File: src/rtl/pinc_sweep_pkg.sv
// ---------------------------------------------------------------------------
// pinc_sweep_pkg
// Shared definitions for the phase-increment sweep generator:
//   sweep_state_e : controller states (IDLE, WAIT_ACK, DWELL)
//   MODE_SINGLE   : run one pass from start to stop, then pulse done
//   MODE_CONT     : wrap back to the start point after every pass
// ---------------------------------------------------------------------------
package pinc_sweep_pkg;

  typedef enum logic [1:0] {
    IDLE     = 2'd0,
    WAIT_ACK = 2'd1,
    DWELL    = 2'd2
  } sweep_state_e;

  localparam logic MODE_SINGLE = 1'b0;
  localparam logic MODE_CONT   = 1'b1;

endpackage

File: src/rtl/sweep_dwell_cnt.sv
// ---------------------------------------------------------------------------
// sweep_dwell_cnt
// Loadable down-counter that times how long each sweep point is held.
// Ports:
//   clk      : system clock, rising edge
//   rst      : asynchronous active-high reset, clears the count
//   load     : load load_val on this edge (takes priority over dec)
//   load_val : value to load
//   dec      : decrement by one; the count saturates at zero
//   zero     : count is zero
// ---------------------------------------------------------------------------
module sweep_dwell_cnt #(
  parameter int width = 16
) (
  input  logic             clk,
  input  logic             rst,
  input  logic             load,
  input  logic [width-1:0] load_val,
  input  logic             dec,
  output logic             zero
);

  logic [width-1:0] count;

  // Saturating at zero keeps the flag asserted until the controller
  // reloads the counter for the next point.
  always_ff @(posedge clk or posedge rst) begin
    if (rst) begin
      count <= '0;
    end else if (load) begin
      count <= load_val;
    end else if (dec && (count != '0)) begin
      count <= count - width'(1);
    end
  end

  assign zero = (count == '0);

endmodule

File: src/rtl/pinc_sweep_gen.sv
// ---------------------------------------------------------------------------
// pinc_sweep_gen
// Steps a phase increment from a start value up to an inclusive stop value.
// Each point is offered to the DDS stage over an AXI-stream-like handshake
// and then held for a dwell time after it is accepted.
// Ports:
//   clk, rst              : clock, asynchronous active-high reset
//   cfg_start_pinc        : first sweep point
//   cfg_stop_pinc         : inclusive upper limit
//   cfg_step              : unsigned increment between points
//   cfg_dwell             : cycles each point is held after acceptance (0 acts as 1)
//   cfg_mode              : MODE_SINGLE or MODE_CONT
//   start                 : launch request, only honoured in IDLE
//   abort                 : cancel the sweep; beats start and tready
//   pinc_axis_tdata/valid : current point and its not-yet-accepted flag
//   pinc_axis_tready      : DDS stage accepts the point
//   busy                  : sweep in progress
//   done                  : one-cycle pulse when a single sweep finishes
// ---------------------------------------------------------------------------
module pinc_sweep_gen
  import pinc_sweep_pkg::*;
#(
  parameter int pinc_width  = 16,
  parameter int dwell_width = 16
) (
  input  logic                   clk,
  input  logic                   rst,
  input  logic [pinc_width-1:0]  cfg_start_pinc,
  input  logic [pinc_width-1:0]  cfg_stop_pinc,
  input  logic [pinc_width-1:0]  cfg_step,
  input  logic [dwell_width-1:0] cfg_dwell,
  input  logic                   cfg_mode,
  input  logic                   start,
  input  logic                   abort,
  output logic [pinc_width-1:0]  pinc_axis_tdata,
  output logic                   pinc_axis_tvalid,
  input  logic                   pinc_axis_tready,
  output logic                   busy,
  output logic                   done
);

  sweep_state_e state;

  // Configuration captured at launch so later cfg_* changes cannot disturb
  // a sweep that is already running.
  logic [pinc_width-1:0]  start_q;
  logic [pinc_width-1:0]  stop_q;
  logic [pinc_width-1:0]  step_q;
  logic [dwell_width-1:0] dwell_q;
  logic                   mode_q;

  logic [pinc_width:0]    sum;
  logic                   next_ok;
  logic [dwell_width-1:0] dwell_load;
  logic                   cnt_load;
  logic                   cnt_dec;
  logic                   dwell_zero;

  // The extra top bit keeps a sum that overflows pinc_width above any stop
  // value, so a sweep near the top of the range ends instead of wrapping.
  assign sum     = {1'b0, pinc_axis_tdata} + {1'b0, step_q};
  assign next_ok = (sum <= {1'b0, stop_q}) && (step_q != '0);

  // Loading dwell-1 places the decision exactly dwell edges after the
  // accept; a dwell of zero behaves as a dwell of one.
  assign dwell_load = (dwell_q == '0) ? '0 : (dwell_q - dwell_width'(1));
  assign cnt_load   = (state == WAIT_ACK) && pinc_axis_tvalid && pinc_axis_tready && !abort;
  assign cnt_dec    = (state == DWELL) && !abort;

  sweep_dwell_cnt #(
    .width(dwell_width)
  ) u_dwell_cnt (
    .clk      (clk),
    .rst      (rst),
    .load     (cnt_load),
    .load_val (dwell_load),
    .dec      (cnt_dec),
    .zero     (dwell_zero)
  );

  // Sweep controller. Abort overrides everything else and leaves tdata
  // untouched so the DDS stage keeps its last programmed frequency.
  always_ff @(posedge clk or posedge rst) begin
    if (rst) begin
      state            <= IDLE;
      pinc_axis_tdata  <= '0;
      pinc_axis_tvalid <= 1'b0;
      busy             <= 1'b0;
      done             <= 1'b0;
      start_q          <= '0;
      stop_q           <= '0;
      step_q           <= '0;
      dwell_q          <= '0;
      mode_q           <= 1'b0;
    end else begin
      done <= 1'b0;
      if (abort) begin
        state            <= IDLE;
        pinc_axis_tvalid <= 1'b0;
        busy             <= 1'b0;
      end else begin
        case (state)
          IDLE: begin
            if (start) begin
              start_q          <= cfg_start_pinc;
              stop_q           <= cfg_stop_pinc;
              step_q           <= cfg_step;
              dwell_q          <= cfg_dwell;
              mode_q           <= cfg_mode;
              pinc_axis_tdata  <= cfg_start_pinc;
              pinc_axis_tvalid <= 1'b1;
              busy             <= 1'b1;
              state            <= WAIT_ACK;
            end
          end
          WAIT_ACK: begin
            if (pinc_axis_tready) begin
              pinc_axis_tvalid <= 1'b0;
              state            <= DWELL;
            end
          end
          DWELL: begin
            if (dwell_zero) begin
              if (next_ok) begin
                pinc_axis_tdata  <= sum[pinc_width-1:0];
                pinc_axis_tvalid <= 1'b1;
                state            <= WAIT_ACK;
              end else if (mode_q == MODE_CONT) begin
                pinc_axis_tdata  <= start_q;
                pinc_axis_tvalid <= 1'b1;
                state            <= WAIT_ACK;
              end else begin
                done  <= 1'b1;
                busy  <= 1'b0;
                state <= IDLE;
              end
            end
          end
          default: begin
            state <= IDLE;
          end
        endcase
      end
    end
  end

endmodule

File: config.mk
export PLATFORM = sky130hd
export DESIGN_NAME = pinc_sweep_gen
export DESIGN_NICKNAME = d
export VERILOG_FILES = /design/src/rtl/pinc_sweep_pkg.sv /design/src/rtl/sweep_dwell_cnt.sv /design/src/rtl/pinc_sweep_gen.sv
export SDC_FILE = /design/constraint.sdc
export NUM_CORES = 1
export LEC_CHECK = 0
export ABC_AREA = 1
export CORE_UTILIZATION = 56
export CTS_CLUSTER_DIAMETER = 200
export DETAILED_ROUTE_END_ITERATION = 8
export GPL_TIMING_DRIVEN = 0
export HOLD_SLACK_MARGIN = 0.12
export PLACE_DENSITY = 0.81
export SYNTH_ARGS = -nofsm -noshare
export SYNTH_HDL_FRONTEND = slang
export SYNTH_SLANG_ARGS = --single-unit
File: constraint.sdc
create_clock -name clk -period 4.7 [get_ports clk]
set_input_delay 1.41 -clock clk [delete_from_list [all_inputs] [get_ports clk]]
set_output_delay 1.41 -clock clk [all_outputs]
set_load 0.02 [all_outputs]
==> Word level (Yosys, flattened, before mapping) <==
Index checks and enable logic that the tools add are counted.
{ "op_classes": {"reduce_logical": 21, "mul": 0, "n_addsub": 3, "mux": 32, "n_eq_ne": 11, "bitwise_logic": 1, "magnitude_cmp": 1, "shifts": 0, "n_div": 0} }
{ "op_table": {"columns": ["cell", "n"], "rows": [
  ["two-way mux 16 bit", 7],
  ["zero test 16 bit", 2],
  ["case mux 16 bit (2 select lines)", 1],
  ["nonzero test 16 bit", 2],
  ["subtractor 16 x 1 -> 16 bit (second input constant)", 2],
  ["inequality test 3 bit (second input constant)", 6],
  ["adder 16 x 16 -> 17 bit", 1],
  ["<= comparator 17 x 16 -> 1 bit", 1],
  ["two-way mux 1 bit", 17],
  ["AND reduction 5 bit", 3],
  ["two-way mux 2 bit", 4],
  ["logical AND 1 bit", 6],
  ["case mux 2 bit (3 select lines)", 1],
  ["AND reduction 3 bit", 2],
  ["inequality test 2 bit (second input constant)", 2],
  ["inequality test 4 bit (second input constant)", 1],
  ["nonzero test 2 bit", 2],
  ["nonzero test 4 bit", 1],
  ["case mux 1 bit (3 select lines)", 1],
  ["nonzero test 3 bit", 1],
  ["equality test 2 x 1 -> 1 bit (second input constant)", 1],
  ["equality test 2 bit (second input constant)", 1],
  ["zero test 2 bit", 1],
  ["case mux 1 bit (2 select lines)", 1],
  ["2 further kinds", 2]
]} }
{ "totals": {"ramBits": 0, "regBits": 102, "latchBits": 0, "output_inout_bits": 19, "wordCells": 80, "mem_count": 0, "mem_bits_ro": 0} }

==> Depth between registers and ports, before layout <==
{ "logic_depth": {"word_depth": 7, "depth_mapped": 30, "ltp_nobuf": 29} }

==> Cells and area by module <==
A second synthesis with hierarchy kept.
{ "unflattened": {"hier_cells": 892, "area_unflattened_um2": 6581.3} }
{ "modules_own_cells": {"columns": ["module", "cells_per_inst", "n_inst", "area_per_inst_um2", "seq_area_each_um2"], "rows": [
  ["pinc_sweep_gen", 699, 1, 5341.4, 2152.1],
  ["sweep_dwell_cnt", 193, 1, 1239.9, 400.4]
]} }

==> Worst setup path before layout <==
No wires, ideal clock.
{ "synth_timing": {"path_type": "register to register", "start": "reg pinc_axis_tdata[0]", "end": "reg pinc_axis_tdata[1]", "setup_time_ns": 0.117, "t_arrival_ns": 3.389, "path_buffers": 1, "stages_incl_launch_ff": 30, "path_slack_ns": 1.194, "required_ns": 4.583, "path_cell_list": "dfrtp_1 > ha_1 > fa_1 > nand2_1 > nand2_1 > o21ai_2 > inv_1 > nand3_1 > nand3_1 > xnor2_1 > inv_1 > ha_1 > nand2_1 > nor2_1 > inv_1 > nor2_1 > nand2_1 > nand2_1 > nand2_1 > nand2_1 > nand2_1 > nand2_1 > nand2_1 > nand2_1 > nand2_2 > nand2_4 > inv_6 > buf_8 > nor2_1 > nor2_1"} }
{ "synth_via": {"elab_chain_len": 6} }
{ "synth_rtl": {"columns": ["element", "line_no", "rtl"], "rows": [
  ["start, declared", "pinc_sweep_gen.sv:35", "output logic [pinc_width-1:0] pinc_axis_tdata,"],
  ["start signal, assigned", "pinc_sweep_gen.sv:110", "pinc_axis_tdata <= cfg_start_pinc;"],
  ["start signal, assigned", "pinc_sweep_gen.sv:125", "pinc_axis_tdata <= sum[pinc_width-1:0];"],
  ["start signal, assigned", "pinc_sweep_gen.sv:129", "pinc_axis_tdata <= start_q;"],
  ["adder 16 x 16 -> 17 bit (*)", "pinc_sweep_gen.sv:61", "assign sum = {1'b0, pinc_axis_tdata} + {1'b0, step_q};"],
  ["<= comparator 17 x 16 -> 1 bit", "pinc_sweep_gen.sv:62", "assign next_ok = (sum <= {1'b0, stop_q}) && (step_q != '0);"],
  ["logical AND 1 bit", "pinc_sweep_gen.sv:62", null],
  ["two-way mux 16 bit", "pinc_sweep_gen.sv:124", "if (next_ok) begin"],
  ["two-way mux 16 bit", "pinc_sweep_gen.sv:123", "if (dwell_zero) begin"],
  ["case mux 16 bit (2 select lines)", "pinc_sweep_gen.sv:102", "case (state)"]
]} }
Mark *: on every way between the ends. The rest lies on a longest branch, timed or not. The select of a mux whose other input is x is not followed.
A chain may end at the register's enable or synchronous reset.

==> Worst setup path in the final report <==
{ "layout_timing": {"start": "reg pinc_axis_tdata[0]", "end": "reg pinc_axis_tdata[9]"} }
The elaborated chain is that of the path after synthesis.

==> metrics.md <==
| Metric | Value |
|---|---|
| Crit. End Element | flop |
| Post-cts gate resize count | 0 |
| Fin Hold WS | 493.2 ps |
| Reg2Reg Setup Slack | 500 ps |
| Top cell by count, worst path | nand2_1 |
| Status | completed |
| Synth Area in Adders | 7.008% |
| Met3 WL | 968 um |
| FFs w/ async S/R, synth | 100.0% |
| ANT cells | 0 |
| WP buf/inv | 4 |
| Max-cap violation count | 0 |
| Initial Util | 58.12% |
| Filler cell count | 897 |
| Share of layout cells above drive strength 1 | 8.425% |
| Leak | 3.685 nW |
| Library cells used by synthesis | 45 |
| H-Tree Depth | 3 |
| Simple-Gate Fraction of Synth Area | 25.63% |
| Storage cell area | 2552 sq um |
| Worst r2r path cells | 28 |
| # setup viols final | 0 |
| XOR/XNOR Fraction of Synth Area | 3.307% |
| EDFF count, synth | 0 |
| Largest family of logic cells by synthesized area | simple AND/OR/NAND/NOR gates |
| Worst-skew pair later-pin latency | 360 ps |
| Max stage delay on crit path | 430 ps |
| Root buf cell | clkbuf_16 |
| WL/cell | 16.09 um |
| Congestion Overflow GR | 0 |
| Total placed instance area | 7442 sq um |
| Vias | 5857 |
| Syn_nets | 914 |
| Worst slew pin tran | 707.2 ps |
| Inserted Clock Buffers | 9 |
| CP Max Fanout | 10 |
| Critical path's top delay family | simple AND/OR/NAND/NOR gates |
| Worst Hold End | busy$_DFFE_PP0P_ |
| Clock buffer depth | 2 |
| Post-Layout Inst Area | 7745 sq um |
| Largest net degree at the start of global routing | 61 |
| Drt drc | 0 |
| DR top layer | met4 |
| Final Hold Vio Count | 0 |
| Row cnt | 38 |
| Tot Pwr | 6.748 mW |
| Number of global-route vias before repair | 5862 |
| Chip height | 108.5 um |
| Min-delay src | busy$_DFFE_PP0P_ |
| Sequential fraction of the synthesis area | 40.16% |
| Nets | 1014 |
| Worst EP required | 4950 ps |
| Crit-path slowest cell | fa_1 |
| Post-route minimum period | 4195 ps |
| Rel. slew slack | 52.85% |
| Area leader, netlist | dfrtp_1 |
| Synth Area in Compound Gates | 10.28% |
| Number of clock sinks | 102 |
| Area contributors post-synth | dfrtp_1 40%, nand2_1 8.7%, nor2_1 7.9% |
| Total Wirelength | 16.96 mm |
| Routability cong. | 0.8954 |
| Worst Slack Setup Final | 504.9 ps |
| Met2 WL post-DR | 8.342 mm |
| Worst reg2reg startpoint | pinc_axis_tdata[0]$_DFFE_PP0P_ |
| Hold path cells | 2 |
| Ports | 89 |
| Clock Pin Slew Worst Setup and Hold Paths | 70 ps |
| Yosys warnings | 0 |
| Total GRT Usage | 31.19% |
| CTS tree | yes |
| DIE WIDTH | 108.5 um |
| Max frequency | 238.4 MHz |
| Clock Skews | 6.608 ps |
| Hold_buf cts | 0 |
| Core area | 10940 sq um |
| Fin crit share | 89.26% |
| Vias/cell | 5.557 |
| Gate Count Post-Synth | 809 |
| Top FF cell, synth | dfrtp_1 |
| Yosys top cell area share | 40.16% |
| Area used by multi-input combinational logic | 3354 sq um |
| Antenna-violating nets left | 0 |
| Final Slew Violations | 0 |
| Drt pass-1 iters | 5 |
| WS Path Type | reg -> reg |
| Die area | 11780 sq um |
| Synthesized cell area | 6356 sq um |
| Synthesis-stage register bit count | 102 |
| Worst path arrival time | 4440 ps |
| Worst vdd rail ir drop | 501.3 uV |
| RSZ-0062 raised after global routing | no |
| WL met1 | 6.986 mm |
| Post-CTS Setup Inserts | 0 |
| Hold Path Class | reg -> reg |
| CP Launch Type | flop |
| Post-detail-place hpwl | 13.06 mm |
| Drt first-iter violations | 421 |
| Post-synthesis mux area share | 6.555% |
| Global-route wire length before repair | 27.83 mm |
| Synth-to-Final Area Change | 21.85% |
| Pre-CTS setup slack | 614.5 ps |
| PD cells | 871.2 nW/um^2 |
| Synthesized area per cell | 7.857 sq um |
| Port Buffers | 88 |
| Critical R2R Capture | pinc_axis_tdata[9]$_DFFE_PP0P_ |
| Initial antenna violation count | 0 |
-- kinds of logic (layout without fill, tap and decap cells) --
logic type,after synthesis,in the layout
AO/OA/AOI/OAI,121,121
XOR/XNOR,24,24
adder cells (fa/ha/maj),35,35
buffers and inverters,114,219
flip-flops,102,102
multiplexers,37,37
AND/OR/NAND/NOR,376,376
-- layout make-up --
type                            instances  share of cell area, %
Multi-Input combinational cell        593                  43.31
Inverter                               90                  4.459
Timing Repair Buffer                   89                  11.73
Tap cell                              140                  2.262
Clock buffer                           13                  3.360
Buffer                                 24                  1.373
Sequential cell                       102                  32.96
Clock inverter                          3                 0.5493
-- Yosys cell counts, types with 2 or more instances --
| cell type | count |
|---|---|
| nand3_4 | 2 |
| nand2_2 | 2 |
| inv_1 | 86 |
| inv_2 | 2 |
| o21ai_0 | 26 |
| mux2_2 | 37 |
| nand4_1 | 6 |
| nand2_1 | 147 |
| o22ai_1 | 4 |
| xor2_1 | 13 |
| nor4_1 | 4 |
| clkbuf_1 | 16 |
| dfrtp_1 | 102 |
| a31oi_1 | 8 |
| a21oi_1 | 72 |
| xnor2_1 | 11 |
| nor3_1 | 11 |
| nor2_2 | 3 |
| o211ai_1 | 2 |
| or2_2 | 2 |
| o21ai_2 | 2 |
| nor2_1 | 133 |
| buf_1 | 5 |
| nand3_1 | 59 |
| ha_1 | 34 |
-- worst max-delay path by stage --
stage,start,endpoint,slack (ps),cells past startpoint
after floorplan,rst,busy$_DFFE_PP0P_,610,1
after global placement,rst,pinc_axis_tdata[4]$_DFFE_PP0P_,-820,2
after detailed placement,pinc_axis_tdata[0]$_DFFE_PP0P_,pinc_axis_tdata[9]$_DFFE_PP0P_,610,28
after CTS,pinc_axis_tdata[0]$_DFFE_PP0P_,pinc_axis_tdata[6]$_DFFE_PP0P_,570,29
after global routing,pinc_axis_tdata[0]$_DFFE_PP0P_,pinc_axis_tdata[9]$_DFFE_PP0P_,140,27
final,pinc_axis_tdata[0]$_DFFE_PP0P_,pinc_axis_tdata[9]$_DFFE_PP0P_,500,28
-- cell usage in the layout (no fill, tap or decap), types with 3 or more instances in the layout --
master | Yosys | final
nand3_1 | 59 | 59
a31oi_1 | 8 | 8
nor2_1 | 133 | 133
nor3_1 | 11 | 11
o22ai_1 | 4 | 4
nand4_1 | 6 | 6
clkdlybuf4s50_1 | 0 | 88
dfrtp_1 | 102 | 102
clkbuf_1 | 16 | 18
nand2_1 | 147 | 147
nor2_2 | 3 | 3
o21ai_0 | 26 | 26
xor2_1 | 13 | 13
xnor2_1 | 11 | 11
buf_1 | 5 | 5
mux2_2 | 37 | 37
clkbuf_16 | 0 | 9
ha_1 | 34 | 34
nor4_1 | 4 | 4
inv_1 | 86 | 85
a21oi_1 | 72 | 72
-- flip-flops by register name, indices dropped and copies added (netlist names) --
register,cells
busy,1
done,1
state,2
pinc_axis_tdata,16
u_dwell_cnt.count,16
mode_q,1
start_q,16
pinc_axis_tvalid,1
stop_q,16
step_q,16
dwell_q,16
-- where the power goes --
group          internal [mW]  switching, mW  total (mW)  leakage (nW)
clock network          0.442          0.336       0.778         0.146
logic                   1.62           2.68        4.31          2.37
registers               1.30          0.361        1.66          1.17
-- worst min-delay path, delay by kind of cell (launching register included) --
kind	cells	cell delay [ps]
DFF	1	350
and+or+nand+nor	2	100
-- metal layers --
layer / vias up / global-route usage, %
met5: - / 0
met2: 209 / 54.52
li1: 2857 / -
met3: 50 / 7.233
met4: 0 / 13.13
met1: 2741 / 36.53
-- stage by stage --
stage               instances  setup TNS (ps)  util [%]
finish                   1054               0     70.82
global route             1054               0     70.82
global placement         1037          -82960     67.78
floorplan                 809               0         -
detailed placement       1038               0     68.05
CTS                      1054               0     70.82
Note: power is estimated with default switching activity, not from simulation.
